===== src/rtl/csi2tx_pulse_hs_tx.sv =====
// Toggle-handshake event transmitter: queues clk_in pulses and issues
// them one at a time as req_tgl transitions, retiring on ack_tgl echo.
module csi2tx_pulse_hs_tx #(
  parameter int CNT_W = 4
) (
  input  logic             clk_in,
  input  logic             rsta,
  input  logic             in_pulse,
  input  logic             ack_tgl,
  output logic             req_tgl,
  output logic             busy,
  output logic             done_pulse,
  output logic [CNT_W-1:0] pend_cnt,
  output logic             overflow,
  output logic             ack_err
);

  typedef enum logic {
    IDLE     = 1'b0,
    WAIT_ACK = 1'b1
  } state_t;

  localparam logic [CNT_W-1:0] CNT_MAX = {CNT_W{1'b1}};
  localparam logic [CNT_W-1:0] CNT_ONE = CNT_W'(1);

  state_t           state;
  state_t           state_nx;
  logic             ack_s1;
  logic             ack_s2;
  logic             issue;
  logic             q_inc;
  logic             q_dec;
  logic             q_full;
  logic             q_empty;
  logic             req_nx;
  logic             done_nx;
  logic             ovf_nx;
  logic             err_nx;
  logic [CNT_W-1:0] pend_nx;

  always_ff @(posedge clk_in or posedge rsta) begin
    if (rsta) begin
      ack_s1 <= 1'b0;
      ack_s2 <= 1'b0;
    end else begin
      ack_s1 <= ack_tgl;
      ack_s2 <= ack_s1;
    end
  end

  assign q_empty = (pend_cnt == '0);
  assign q_full  = (pend_cnt == CNT_MAX);

  always_comb begin
    state_nx = state;
    issue    = 1'b0;
    done_nx  = 1'b0;
    err_nx   = ack_err;
    unique case (state)
      IDLE: begin
        if (ack_s2 != req_tgl) err_nx = 1'b1;
        if (!q_empty || in_pulse) begin
          issue    = 1'b1;
          state_nx = WAIT_ACK;
        end
      end
      WAIT_ACK: begin
        if (ack_s2 == req_tgl) begin
          state_nx = IDLE;
          done_nx  = 1'b1;
        end
      end
    endcase
  end

  // A pulse is queued unless it is the one being issued straight away.
  always_comb begin
    q_dec   = issue && !q_empty;
    q_inc   = in_pulse && !(issue && q_empty);
    ovf_nx  = q_inc && !q_dec && q_full;
    req_nx  = req_tgl ^ issue;
    pend_nx = pend_cnt;
    unique case (1'b1)
      (q_inc && !q_dec && !q_full): pend_nx = pend_cnt + CNT_ONE;
      (q_dec && !q_inc):            pend_nx = pend_cnt - CNT_ONE;
      default:                      pend_nx = pend_cnt;
    endcase
  end

  always_ff @(posedge clk_in or posedge rsta) begin
    if (rsta) begin
      state      <= IDLE;
      req_tgl    <= 1'b0;
      busy       <= 1'b0;
      done_pulse <= 1'b0;
      pend_cnt   <= '0;
      overflow   <= 1'b0;
      ack_err    <= 1'b0;
    end else begin
      state      <= state_nx;
      req_tgl    <= req_nx;
      busy       <= (state_nx == WAIT_ACK);
      done_pulse <= done_nx;
      pend_cnt   <= pend_nx;
      overflow   <= ovf_nx;
      ack_err    <= err_nx;
    end
  end

endmodule

===== config.mk =====
export PLATFORM = sky130hd
export DESIGN_NAME = csi2tx_pulse_hs_tx
export DESIGN_NICKNAME = d
export VERILOG_FILES = /design/src/rtl/csi2tx_pulse_hs_tx.sv
export SDC_FILE = /design/constraint.sdc
export NUM_CORES = 1
export LEC_CHECK = 0
export BUFFER_PORTS_ARGS = -buffer_cell sky130_fd_sc_hd__buf_2
export CORE_AREA = 2 2 39 41
export CTS_CLUSTER_DIAMETER = 200
export CTS_CLUSTER_SIZE = 30
export DETAILED_ROUTE_END_ITERATION = 8
export DIE_AREA = 0 0 41 43
export HOLD_SLACK_MARGIN = 0.06
export PLACE_DENSITY = 0.59
export SYNTH_ARGS = -nofsm -noshare
export SYNTH_HDL_FRONTEND = slang
export SYNTH_SLANG_ARGS = --single-unit

===== constraint.sdc =====
create_clock -name clk_in -period 3.7 [get_ports clk_in]
set_clock_uncertainty 0.05 [all_clocks]
set_input_delay 0.555 -clock clk_in [delete_from_list [all_inputs] [get_ports clk_in]]
set_output_delay 0.555 -clock clk_in [all_outputs]
set_load 0.005 [all_outputs]

# Word-level counts from Yosys, hierarchy flattened
# Cells that the tools add are included.
[word_totals]
regBits = 11
latchBits = 0
ram_bits = 0
rom_bits = 0
out_inout_bits = 9
wordCells = 38
n_memories = 0
[classes]
n_addsub = 2
n_mul = 0
n_div = 0
n_lt_le_gt_ge = 0
eq_ne = 3
shifts = 0
mux = 7
bitwise_logic = 2
reduce_logical = 16
[op_table]
columns = ["operator", "count"]
rows = [
  ["4-bit one-hot mux with 2 select lines", 1],
  ["1-bit logical AND", 7],
  ["1-bit logical NOT", 5],
  ["1-bit two-way mux", 5],
  ["4-bit by 1-bit adder with 4-bit output, second input constant", 1],
  ["4-bit equality test, second input constant", 1],
  ["4-bit logical NOT", 1],
  ["4-bit by 1-bit subtractor with 4-bit output, second input constant", 1],
  ["1-bit one-hot mux with 2 select lines", 1],
  ["2-bit AND reduction", 1],
  ["2-bit nonzero test", 1],
  ["1-bit equality test", 1],
  ["1-bit logical OR", 1],
  ["1-bit inequality test", 1],
  ["1-bit NOT", 1],
  ["1-bit XOR", 1],
]

# Depth between registers and ports, before layout
# Gate-level depths: netlist (run 1).
[depth]
ltp_word = 11
depth_mapped = 7

# Least setup slack after synthesis (run 1)
# Ideal clock, no wire load.
[synth_path]
path_type = "flip-flop to flip-flop"
start = "register pend_cnt[3]"
end = "register pend_cnt[2]"
setup_time_ns = 0.079
t_arrival_ns = 1.847
required_time_ns = 3.571
setup_slack_ns = 1.724
stages_incl_launch_ff = 8
n_path_buf = 0
period_less_slack_ns = 1.976
path_cell_list = "dfrtp_1 nor4_2 nor2_1 xor2_1 ha_1 or3_1 a21oi_2 xor2_1"
[synth_between]
elab_chain_len = 11
[synth_rtl]
columns = ["element", "line_no", "text"]
rows = [
  ["start: declaration", "13", "output logic [CNT_W-1:0] pend_cnt,"],
  ["start signal: assignment", "104", "pend_cnt <= pend_nx;"],
  ["4-bit logical NOT", "51", "assign q_empty = (pend_cnt == '0);"],
  ["1-bit logical NOT", "62, 78", ""],
  ["1-bit logical OR", "62", "if (!q_empty || in_pulse) begin"],
  ["1-bit two-way mux", "62", ""],
  ["1-bit two-way mux", "59", "unique case (state)"],
  ["1-bit logical AND", "79", "q_inc = in_pulse && !(issue && q_empty);"],
  ["1-bit logical NOT", "79", ""],
  ["1-bit logical AND", "79", ""],
  ["1-bit logical NOT or 1-bit logical AND (tied branches)", "85, 84", ""],
  ["1-bit logical AND, on equally long branches", "85, 84", ""],
  ["4-bit one-hot mux with 2 select lines or 2-bit nonzero test (tied branches)", "--", ""],
]
# Several ways; a longest one is shown, not always the timed one.
# A chain may end at the register's enable or synchronous reset.

# Worst setup path after layout (run 1)
# Ends and elaborated chain as after synthesis.

==> results of run 1 <==
metrics by stage:
stage	hold slack (ns)	power [mW]	utilization
after floorplan	0.2812	0.3300	-
after global placement	0.2856	0.3928	0.4051
after detailed placement	0.2943	0.3935	0.4051
after CTS	0.2205	0.4792	0.4241
after global routing	0.2513	0.5200	0.4241
final	0.2125	0.4713	0.4241
cells by family (layout without fill, tap and decap cells):
kind of cell | count (synthesis) | after routing | share of synthesized area
compound gates | 7 | 7 | 0.09637
xor+xnor | 5 | 5 | 0.09116
fa+ha+maj | 1 | 1 | 0.02604
buf+inv | 3 | 19 | 0.02344
flops | 11 | 11 | 0.5729
mux | 1 | 1 | 0.02344
simple gates | 13 | 13 | 0.1667
final timing paths:
kind                       cells after the start        start          end
hold / removal                                 2         rsta  pend_cnt[1]
setup / recovery                               7  pend_cnt[3]  pend_cnt[2]
hold reg to reg                                0       ack_s1       ack_s2
setup reg to reg                               7  pend_cnt[3]  pend_cnt[2]
min in group clk_in                            0       ack_s1       ack_s2
max in group asynchronous                      2         rsta   done_pulse
per-layer routing:
layer	up-vias	part of all wire	wire [µm]	GRT usage
li1	171	-	-	-
met1	163	0.49	396	0.1672
met2	13	0.41	329	0.1500
met3	4	0.076	62	0.06806
met4	0	0.028	23	0.08000
met5	-	0	0	0
registers in the layout (all words and copies together), names as in the netlist:
| signal | count |
|---|---|
| overflow | 1 |
| state | 1 |
| ack_err | 1 |
| req_tgl | 1 |
| pend_cnt | 4 |
| ack_s1 | 1 |
| ack_s2 | 1 |
| done_pulse | 1 |
area by class of cell:
| class | count | area, µm² |
|---|---|---|
| fill | 139 | 797.0 |
| sequential | 11 | 275.3 |
| multi-input combinational | 27 | 193.9 |
| timing repair buffer | 12 | 60.06 |
| clock buffer | 4 | 26.28 |
| tap | 16 | 20.02 |
| inverter | 3 | 11.26 |
where the power goes:
group | internal, mW | switching (mW)
Clock | 0.0417 | 0.0392
Sequential | 0.161 | 0.0588
Combinational | 0.0939 | 0.0768
cell usage in the layout (no fill, tap or decap):
cell type  Yosys  routed
buf_2          0      12
dfrtp_1       11      11
a21oi_1        4       4
inv_1          3       3
nor2_1         3       3
xor2_1         3       3
nand2_1        3       3
clkbuf_4       0       3
xnor2_1        2       2
nand4_1        1       1
or2_4          1       1
or3_2          1       1
nor4_2         1       1
and2_2         1       1
and4_1         1       1
o22a_2         1       1
mux2_2         1       1
or3_1          1       1
a21oi_2        1       1
o21bai_1       1       1
ha_1           1       1
clkbuf_1       0       1
worst register-to-register path, delay by kind of cell, from the launching register on:
family / cells / cell delay, ns
flops: 1 / 0.44
simple gates: 3 / 0.91
xor+xnor: 2 / 0.31
fa+ha+maj: 1 / 0.19
compound gates: 1 / 0.15
==> flow_summary.rst, run 1 <==
.. list-table::
   :header-rows: 1

   * - Metric
     - Value
   * - Combined buffer and inverter count along the critical path
     - 0
   * - Max Freq
     - 466.2 MHz
   * - Cell Count Post-Placement
     - 69
   * - Synth Area per Inst
     - 11.72 µm²
   * - Distinct cell type count after synthesis
     - 19
   * - Die Span Y
     - 43 µm
   * - Count of final setup violators
     - 0
   * - Maximum resistive drop on vdd
     - 0.3704 mV
   * - Buffers on Ports
     - 12
   * - Floorplan core area
     - 1384 µm²
   * - Most numerous cell in the Yosys netlist
     - dfrtp_1
   * - Final net count
     - 63
   * - Leakage power
     - 0.2742 nW
   * - Top cells by area in the synthesized netlist
     - dfrtp_1 57%, xor2_1 5.5%, a21oi_1 4.2%
   * - Post-detail-place hpwl
     - 589.4 µm
   * - Hold Vio Cnt, Final
     - 0
   * - Synthesized netlist cell count
     - 41
   * - Die area
     - 1763 µm²
   * - FP Rows
     - 14
   * - Average wire length per cell after detail routing
     - 11.12 µm
   * - Worst-case headroom to the max-slew limit
     - 0.7259
   * - Final period utilization
     - 0.5797
   * - Sequential-to-total area share from yosys stat
     - 0.5729
   * - Avg Vias per Cell
     - 4.808
   * - Number of flops mapped to enable cells by yosys
     - 0
   * - Area of all placed cells without fillers
     - 586.8 µm²
   * - Num Clock Sinks
     - 11
   * - Setup Slack @ Placement
     - 1.539 ns
   * - Maximum number of pins on one net before global-route repair
     - 12
   * - Crit-path leading delay family
     - simple AND/OR/NAND/NOR gates
   * - Final Non-Filler Cells
     - 73
   * - Worst path cell trace
     - nor4_2 > nor2_1 > xor2_1 > ha_1 > or3_1 > a21oi_2 > xor2_1
   * - Most numerous cell types in the synthesized netlist
     - 11 x dfrtp_1, 4 x a21oi_1
   * - Global placement routability congestion
     - 0.7150
   * - Clock buffers created by TritonCTS
     - 3
   * - Total of flip-flops plus latches after synthesis
     - 11
   * - Effective utilization at floorplan
     - 0.3472
   * - Number of primary I/O pins
     - 13
   * - Total inserted antenna cells
     - 0
   * - Signal arrival time at the worst endpoint
     - 2.29 ns
   * - Overflow after GRT
     - 0
   * - Cell taking the most area after synthesis
     - dfrtp_1
   * - Peak fanout along the critical path
     - 6
   * - Via count of the first global-routing pass
     - 340
   * - CTS tree
     - yes
   * - RSZ-0062 raised after global routing
     - false
   * - Post-Synthesis Cell Area
     - 480.5 µm²
   * - Total negative slack for setup checks
     - 0 ns
   * - Result of the run
     - completed
   * - Async S/R FF share, synth
     - 1.000
   * - Critical path class
     - flop to flop
   * - Cell at the root of the clock tree
     - clkbuf_4
   * - # Post-CTS Setup Buffers
     - 0
   * - Post-synth net total
     - 46
   * - Overall track demand over capacity in global routing
     - 0.1250
   * - Die X
     - 41 µm
   * - Initial antenna violation count
     - 0
   * - Wire length of the first global-routing pass
     - 1.393 mm
   * - DRC violation total after the first TritonRoute iteration
     - 0
   * - Actual slew at the worst max-slew pin
     - 0.4077 ns
   * - Worst-skew pair later-pin latency
     - 0.27 ns
   * - Final min period
     - 2.145 ns
   * - Layout cell share with drive strength beyond 1
     - 0.3860
   * - Prevailing post-synth register cell
     - dfrtp_1
   * - Total power density per cell area
     - 803.1 nW/µm²
   * - R2r setup slk
     - 1.56 ns
   * - Sort of element at the end of the critical path
     - flop
   * - Kind of launch point of the worst setup path
     - flop
   * - Post-CTS Hold Buffers
     - 0
   * - Overall routed net length
     - 812 µm
   * - Dpl cell area
     - 560.5 µm²
   * - Syn. warnings
     - 0
   * - Final ANT Viol Nets
     - 0
   * - Count of pins over their slew limit
     - 0
   * - Total number of H-tree levels
     - 1
   * - Post-synth top area share
     - 0.5729
   * - Synthesis-to-finish area growth
     - 22.14%
   * - Hold Path Class
     - input port to asynchronous set/reset pin
   * - Critical Path Slowest Stage Cell
     - nor4_2
   * - Number of maximum-capacitance violations
     - 0
   * - Post-layout worst setup margin
     - 1.555 ns
   * - Number of gates resized after cts
     - 0
   * - First drt pass iteration count
     - 1
   * - Cell occurring most often along the worst timing path
     - xor2_1
   * - CP max stage delay
     - 0.45 ns
   * - Required time of the critical path
     - 3.84 ns
   * - Clock edge transition at the registers on the reported setup and hold paths
     - 0.07 ns
   * - DR DRC count
     - 0
   * - DR vias
     - 351
   * - Bufs on Longest Clock Path
     - 2
No activity file was read; power rests on OpenSTA's default activity.
==> run 2: changes to the inputs <==
--- a/config.mk
+++ b/config.mk
@@ -12,7 +12,7 @@
 export DETAILED_ROUTE_END_ITERATION = 8
 export DIE_AREA = 0 0 41 43
 export HOLD_SLACK_MARGIN = 0.06
-export PLACE_DENSITY = 0.59
+export PLACE_DENSITY = 0.62
 export SYNTH_ARGS = -nofsm -noshare
 export SYNTH_HDL_FRONTEND = slang
 export SYNTH_SLANG_ARGS = --single-unit
==> constraint.sdc (replaced) <==
create_clock -name clk_in -period 1.77 [get_ports clk_in]
set_clock_uncertainty 0.05 [all_clocks]
set_input_delay 0.2655 -clock clk_in [delete_from_list [all_inputs] [get_ports clk_in]]
set_output_delay 0.2655 -clock clk_in [all_outputs]
set_load 0.005 [all_outputs]
==> run 2 against run 1 <==
- the flow now finishes with violations (negative setup slack)
- final cell count rose by 15%
- non-clock buffer count rose by 11
- clock-buffer cell count did not move
- flip-flop and latch count did not move
- first-iteration DRC count rose by 6
- die area did not move
- routed wire length rose by 5.8%
- setup slack got worse by 1.6 ns
- critical path type unchanged
- largest cell class unchanged
- largest power group is now combinational logic
==> flow_summary.rst, run 2 (same netlist as run 1, synthesis figures left out) <==
.. list-table::
   :header-rows: 1

   * - Metric
     - Value
   * - Worst-case headroom to the max-slew limit
     - 0.7306 (+0.004657)
   * - Leakage power
     - 0.3261 nW (+19%)
   * - Hold Vio Cnt, Final
     - 0 (unchanged)
   * - Max Freq
     - 543.5 MHz (+17%)
   * - Effective utilization at floorplan
     - 0.3472 (unchanged)
   * - Num Clock Sinks
     - 11 (unchanged)
   * - Critical Path Slowest Stage Cell
     - dfrtp_2
   * - Final ANT Viol Nets
     - 0 (unchanged)
   * - DR vias
     - 390 (+11%)
   * - Worst-skew pair later-pin latency
     - 0.26 ns (about the same)
   * - Die X
     - 41 µm (unchanged)
   * - Worst path cell trace
     - nor4_4 > nor2_2 > xor2_1 > ha_2 > or3_4 > a21oi_2 > xor2_1
   * - Initial antenna violation count
     - 0 (unchanged)
   * - Kind of launch point of the worst setup path
     - flop
   * - Avg Vias per Cell
     - 4.643 (-3.4%)
   * - Layout cell share with drive strength beyond 1
     - 0.5147 (+0.1287)
   * - Cell at the root of the clock tree
     - clkbuf_4
   * - Total inserted antenna cells
     - 0 (unchanged)
   * - Die area
     - 1763 µm² (unchanged)
   * - DRC violation total after the first TritonRoute iteration
     - 6 (+6)
   * - Synthesis-to-finish area growth
     - 44.53%
   * - Number of primary I/O pins
     - 13 (unchanged)
   * - Total power density per cell area
     - 1657 nW/µm² (+110%)
   * - Register with the most flip-flops
     - pend_cnt
   * - Combined buffer and inverter count along the critical path
     - 0 (unchanged)
   * - Post-layout utilization of the core
     - 0.5018 (+0.07776)
   * - Final min period
     - 1.840 ns (-0.3051 ns)
   * - Number of maximum-capacitance violations
     - 0 (unchanged)
   * - Reg2reg path depth
     - 7 (unchanged)
   * - Crit-path leading delay family
     - simple AND/OR/NAND/NOR gates
   * - Violated checks
     - negative setup slack
   * - Most frequent standard cell in the layout excluding fill and tap cells
     - buf_2
   * - Post-layout worst setup margin
     - -0.06991 ns (-1.625 ns)
   * - Buffers on Ports
     - 12 (unchanged)
   * - Result of the run
     - finished with violations
   * - R2r setup slk
     - -0.07 ns (-1.62 ns)
   * - Via count of the first global-routing pass
     - 357 (+5.0%)
   * - Dpl cell area
     - 633.1 µm² (+13%)
   * - Top library cells by usage in the layout, fill and taps aside
     - 12 x buf_2, 10 x dfrtp_1, 9 x buf_4, 4 x a21oi_1
   * - Actual slew at the worst max-slew pin
     - 0.4037 ns (-0.004036 ns)
   * - DR DRC count
     - 0 (unchanged)
   * - Sort of element at the end of the critical path
     - flop
   * - Die Span Y
     - 43 µm (unchanged)
   * - Overall routed net length
     - 859 µm (+5.8%)
   * - Final period utilization
     - 1.039 (+0.4598)
   * - Cell occurring most often along the worst timing path
     - xor2_1
   * - FP Rows
     - 14 (unchanged)
   * - Maximum number of pins on one net before global-route repair
     - 12 (unchanged)
   * - Total number of H-tree levels
     - 1 (unchanged)
   * - CP max stage delay
     - 0.42 ns (-0.03 ns)
   * - Hold-critical path depth
     - 0
   * - CTS tree
     - yes
   * - Count of final setup violators
     - 1 (+1)
   * - Area of all placed cells without fillers
     - 694.4 µm² (+18%)
   * - Worst hold margin
     - 0.3042 ns (+0.09172 ns)
   * - Hold Path Class
     - flop to flop
   * - Overflow after GRT
     - 0 (unchanged)
   * - Destination of the worst hold path
     - ack_s2
   * - Bufs on Longest Clock Path
     - 2 (unchanged)
   * - Floorplan core area
     - 1384 µm² (unchanged)
   * - First drt pass iteration count
     - 4 (+3)
   * - Critical path class
     - flop to flop
   * - Final net count
     - 74 (+17%)
   * - Required time of the critical path
     - 1.91 ns (-1.93 ns)
   * - Clock buffers created by TritonCTS
     - 3 (unchanged)
   * - Overall track demand over capacity in global routing
     - 0.1255 (+0.0005102)
   * - Wire length of the first global-routing pass
     - 1.476 mm (+6.0%)
   * - RR Startpoint
     - pend_cnt[0]
   * - Clock edge transition at the registers on the reported setup and hold paths
     - 0.07 ns (about the same)
   * - Total negative slack for setup checks
     - -0.06991 ns (-0.06991 ns)
   * - Post-detail-place hpwl
     - 632.1 µm (+7.2%)
   * - HP Start
     - ack_s1
   * - Maximum resistive drop on vdd
     - 0.7804 mV (+110%)
   * - RSZ-0062 raised after global routing
     - true
   * - Global placement routability congestion
     - 0.7757 (+8.5%)
   * - Average wire length per cell after detail routing
     - 10.23 µm (-8.1%)
   * - R2R Path End
     - pend_cnt[2]
   * - Peak fanout along the critical path
     - 2 (-4)
   * - Signal arrival time at the worst endpoint
     - 1.98 ns (-0.31 ns)
   * - Count of pins over their slew limit
     - 0 (unchanged)
   * - Largest register FFs
     - 4 (unchanged)
## run 2: changes by cell type in the layout (fill, tap and decap cells not counted), sizes merged
cell,change
dlygate4sd3,+2
buf,+9
## run 2: per-stage QoR
stage / std cells / worst slack, ns / power, mW
6_report: 84 / -0.06991 / 1.151
3_3_place_gp: 77 / -0.05836 / 0.9529
5_1_grt: 84 / -0.1660 / 1.254
2_1_floorplan: 41 / -0.1146 / 0.7200
4_1_cts: 84 / -0.09668 / 1.152
3_5_place_dp: 77 / -0.09501 / 0.9628
## run 2: worst max path at each step
stage	from	end	slack [ns]	depth (start not counted)
after floorplan	pend_cnt[0]	pend_cnt[2]	-0.11	7
after global placement	pend_cnt[0]	pend_cnt[2]	-0.06	7
after detailed placement	pend_cnt[0]	pend_cnt[2]	-0.1	7
after CTS	pend_cnt[3]	pend_cnt[2]	-0.1	7
after global routing	pend_cnt[0]	pend_cnt[2]	-0.17	7
final	pend_cnt[0]	pend_cnt[2]	-0.07	7
## run 2: cell type report
type                    count  area [µm²]
clock buffers               4       26.28
multi-input cells          27       212.7
flip-flops and latches     11       276.5
inverters                   3       11.26
fillers                   133       689.4
repair buffers             23       147.6
well taps                  16       20.02
## run 2: routing by layer
| metal | vias to the layer above | routed length, µm | GRT usage |
|---|---|---|---|
| met5 | - | 0 | 0 |
| met4 | 0 | 0 | 0.04000 |
| met3 | 0 | 51 | 0.04712 |
| met2 | 12 | 383 | 0.1656 |
| met1 | 184 | 423 | 0.1864 |
| li1 | 194 | - | - |
## run 2: timing repair
action                                 CTS  global route
resized for setup                        0             2
pin swaps                                2             1
setup endpoints to repair                1             2
hold buffers                             2             0
buffers inserted                         1             0
endpoints found under the hold margin   12             0
## run 2: where the power goes
part           switching (mW)  internal (mW)
Combinational           0.260          0.317
Sequential             0.0659          0.339
Clock                  0.0815         0.0871
==> run 3: changes to the inputs <==
--- a/config.mk
+++ b/config.mk
@@ -12,7 +12,8 @@
 export DETAILED_ROUTE_END_ITERATION = 8
 export DIE_AREA = 0 0 41 43
 export HOLD_SLACK_MARGIN = 0.06
-export PLACE_DENSITY = 0.62
+export PLACE_DENSITY = 0.69
+export RECOVER_POWER = 25
 export SYNTH_ARGS = -nofsm -noshare
 export SYNTH_HDL_FRONTEND = slang
 export SYNTH_SLANG_ARGS = --single-unit
==> run 3 against run 2 <==
- core utilization down 1.1 points
- clock-buffer cell count unchanged
- the run still ends with negative setup slack left
- sequential share of layout area up 0.88 points
- hold slack worse by 0.0065 ns
==> flow_summary.rst, run 3 (same netlist as run 1, synthesis figures left out) <==
.. list-table::
   :header-rows: 1

   * - Metric
     - Value
   * - Result of the run
     - finished with violations
   * - Violated checks
     - negative setup slack
   * - Avg Vias per Cell
     - 4.614 (-0.61%)
   * - Final net count
     - 73 (-1.4%)
   * - Number of primary I/O pins
     - 13 (unchanged)
   * - Area taken by multi-input logic gates
     - 205.2 µm² (-3.5%)
   * - Count of final setup violators
     - 1 (unchanged)
   * - CP max stage delay
     - 0.41 ns (about the same)
   * - Clock buffers created by TritonCTS
     - 3 (unchanged)
   * - Worst path cell trace
     - nor4_4 > nor2_1 > xor2_1 > ha_2 > or3_1 > a21oi_2 > xor2_1
   * - Bufs on Longest Clock Path
     - 2 (unchanged)
   * - Required time of the critical path
     - 1.92 ns (about the same)
   * - Combined buffer and inverter count along the critical path
     - 0 (unchanged)
   * - Area of all placed cells without fillers
     - 679.4 µm² (-2.2%)
   * - Most frequent standard cell in the layout excluding fill and tap cells
     - buf_2
   * - Largest register FFs
     - 4 (unchanged)
   * - Final min period
     - 1.834 ns (-0.005594 ns)
   * - Final ANT Viol Nets
     - 0 (unchanged)
   * - Overall power consumption
     - 1.131 mW (-1.7%)
   * - Layout cell share with drive strength beyond 1
     - 0.4776 (-0.03709)
   * - Global placement routability congestion
     - 0.8098 (+4.4%)
   * - Signal arrival time at the worst endpoint
     - 1.98 ns (about the same)
   * - Overall track demand over capacity in global routing
     - 0.1340 (+0.008500)
   * - Worst-case headroom to the max-slew limit
     - 0.7270 (-0.003561)
   * - Maximum number of pins on one net before global-route repair
     - 12 (unchanged)
   * - Maximum resistive drop on vdd
     - 0.8006 mV (+2.6%)
   * - Buffers on Ports
     - 12 (unchanged)
   * - Overall routed net length
     - 884 µm (+2.9%)
   * - Total number of H-tree levels
     - 1 (unchanged)
   * - CTS tree
     - yes
   * - Number of maximum-capacitance violations
     - 0 (unchanged)
   * - Number of gates resized after cts
     - 0 (unchanged)
   * - Critical path class
     - flop to flop
   * - Reg2reg path depth
     - 7 (unchanged)
   * - Synthesis-to-finish area growth
     - 41.41%
   * - Dpl cell area
     - 633.1 µm² (unchanged)
   * - Final period utilization
     - 1.036 (-0.003161)
   * - Top library cells by usage in the layout, fill and taps aside
     - 12 x buf_2, 10 x dfrtp_1, 8 x buf_4, 4 x a21oi_1
   * - Total inserted antenna cells
     - 0 (unchanged)
   * - Cell at the root of the clock tree
     - clkbuf_4
   * - Num Clock Sinks
     - 11 (unchanged)
   * - Crit-path leading delay family
     - simple AND/OR/NAND/NOR gates
   * - Leakage power
     - 0.3203 nW (-1.8%)
   * - Die Span Y
     - 43 µm (unchanged)
   * - Max Freq
     - 545.2 MHz (+0.31%)
   * - Combined flip-flop and latch cell area
     - 276.5 µm² (unchanged)
   * - Initial antenna violation count
     - 0 (unchanged)
   * - Worst-skew pair later-pin latency
     - 0.27 ns (about the same)
   * - First drt pass iteration count
     - 2 (-2)
   * - Critical Path Slowest Stage Cell
     - dfrtp_1
   * - Filler cells
     - 145 (+9.0%)
   * - Clock edge transition at the registers on the reported setup and hold paths
     - 0.07 ns (about the same)
   * - Total power density per cell area
     - 1665 nW/µm² (+0.46%)
   * - R2R Path End
     - pend_cnt[2]
   * - RR Startpoint
     - pend_cnt[3]
   * - DR vias
     - 383 (-1.8%)
   * - Destination of the worst hold path
     - ack_s2
   * - Count of pins over their slew limit
     - 0 (unchanged)
   * - Wire length of the first global-routing pass
     - 1.428 mm (-3.3%)
   * - Hold Vio Cnt, Final
     - 0 (unchanged)
   * - Hold Path Class
     - flop to flop
   * - DR DRC count
     - 0 (unchanged)
   * - DRC violation total after the first TritonRoute iteration
     - 1 (-5)
   * - Post-detail-place hpwl
     - 653 µm (+3.3%)
   * - Floorplan core area
     - 1384 µm² (unchanged)
   * - FP Rows
     - 14 (unchanged)
   * - Register with the most flip-flops
     - pend_cnt
   * - Sort of element at the end of the critical path
     - flop
   * - Peak fanout along the critical path
     - 2 (unchanged)
   * - Via count of the first global-routing pass
     - 353 (-1.1%)
   * - HP Start
     - ack_s1
   * - Die area
     - 1763 µm² (unchanged)
   * - Kind of launch point of the worst setup path
     - flop
   * - Post-layout worst setup margin
     - -0.06431 ns (+0.005594 ns)
   * - Cell occurring most often along the worst timing path
     - xor2_1
   * - Overflow after GRT
     - 0 (unchanged)
   * - R2r setup slk
     - -0.06 ns (about the same)
   * - RSZ-0062 raised after global routing
     - true
   * - Average wire length per cell after detail routing
     - 10.65 µm (+4.2%)
   * - Actual slew at the worst max-slew pin
     - 0.4090 ns (+0.005336 ns)
   * - Effective utilization at floorplan
     - 0.3472 (unchanged)
   * - Die X
     - 41 µm (unchanged)
   * - Hold-critical path depth
     - 0 (unchanged)
==> run 3: worst max path at each step <==
stage,startpoint,to,slack (ns),cells past startpoint
3_3_place_gp,pend_cnt[0],pend_cnt[2],-0.06,7
5_1_grt,pend_cnt[3],pend_cnt[2],-0.19,7
4_1_cts,pend_cnt[0],pend_cnt[2],-0.09,7
6_report,pend_cnt[3],pend_cnt[2],-0.06,7
2_1_floorplan,pend_cnt[0],pend_cnt[2],-0.11,7
3_5_place_dp,pend_cnt[0],pend_cnt[2],-0.07,7
==> run 3: timing repair <==
action,CTS,global route
endpoints found under the hold margin,12,0
pin swaps,0,3
endpoints found under the setup margin,1,1
hold buffers,2,0
buffers inserted,0,0
==> run 3: layout make-up <==
| type | instances | share of cell area |
|---|---|---|
| Tap cell | 16 | 0.02947 |
| Inverter | 3 | 0.01657 |
| Multi-Input combinational cell | 27 | 0.3020 |
| Timing Repair Buffer | 22 | 0.2063 |
| Clock buffer | 4 | 0.03867 |
| Sequential cell | 11 | 0.4070 |
==> run 3: through the flow <==
step           setup TNS, ns  setup slack, ns    util  hold WS [ns]  instances
2_1_floorplan        -0.1146          -0.1146       -       0.06787         41
3_3_place_gp        -0.05639         -0.05639  0.4575        0.2172         77
3_5_place_dp        -0.07303         -0.07303  0.4575        0.2286         77
4_1_cts             -0.08942         -0.08942  0.4910        0.3006         83
5_1_grt              -0.1886          -0.1886  0.4910        0.3140         83
6_report            -0.06431         -0.06431  0.4910        0.2977         83
==> run 3: power by group <==
group	internal [mW]	switching, mW
sequential	0.339	0.0684
combinational	0.300	0.254
clock	0.0873	0.0818
==> run 3: worst reg2reg max path: cells and delay by family, from the launching register on <==
kind,cells,cell delay [ns]
fa+ha+maj,1,0.17
compound gates,1,0.14
xor+xnor,2,0.29
simple gates,3,0.70
flops,1,0.41
==> run 3: per-layer routing <==
layer,vias to the layer above,GRT usage,routed length (µm)
met5,-,0,0
met4,0,0.1400,38
met3,5,0.04712,54
met2,13,0.1781,386
met1,172,0.1500,404
li1,193,-,-
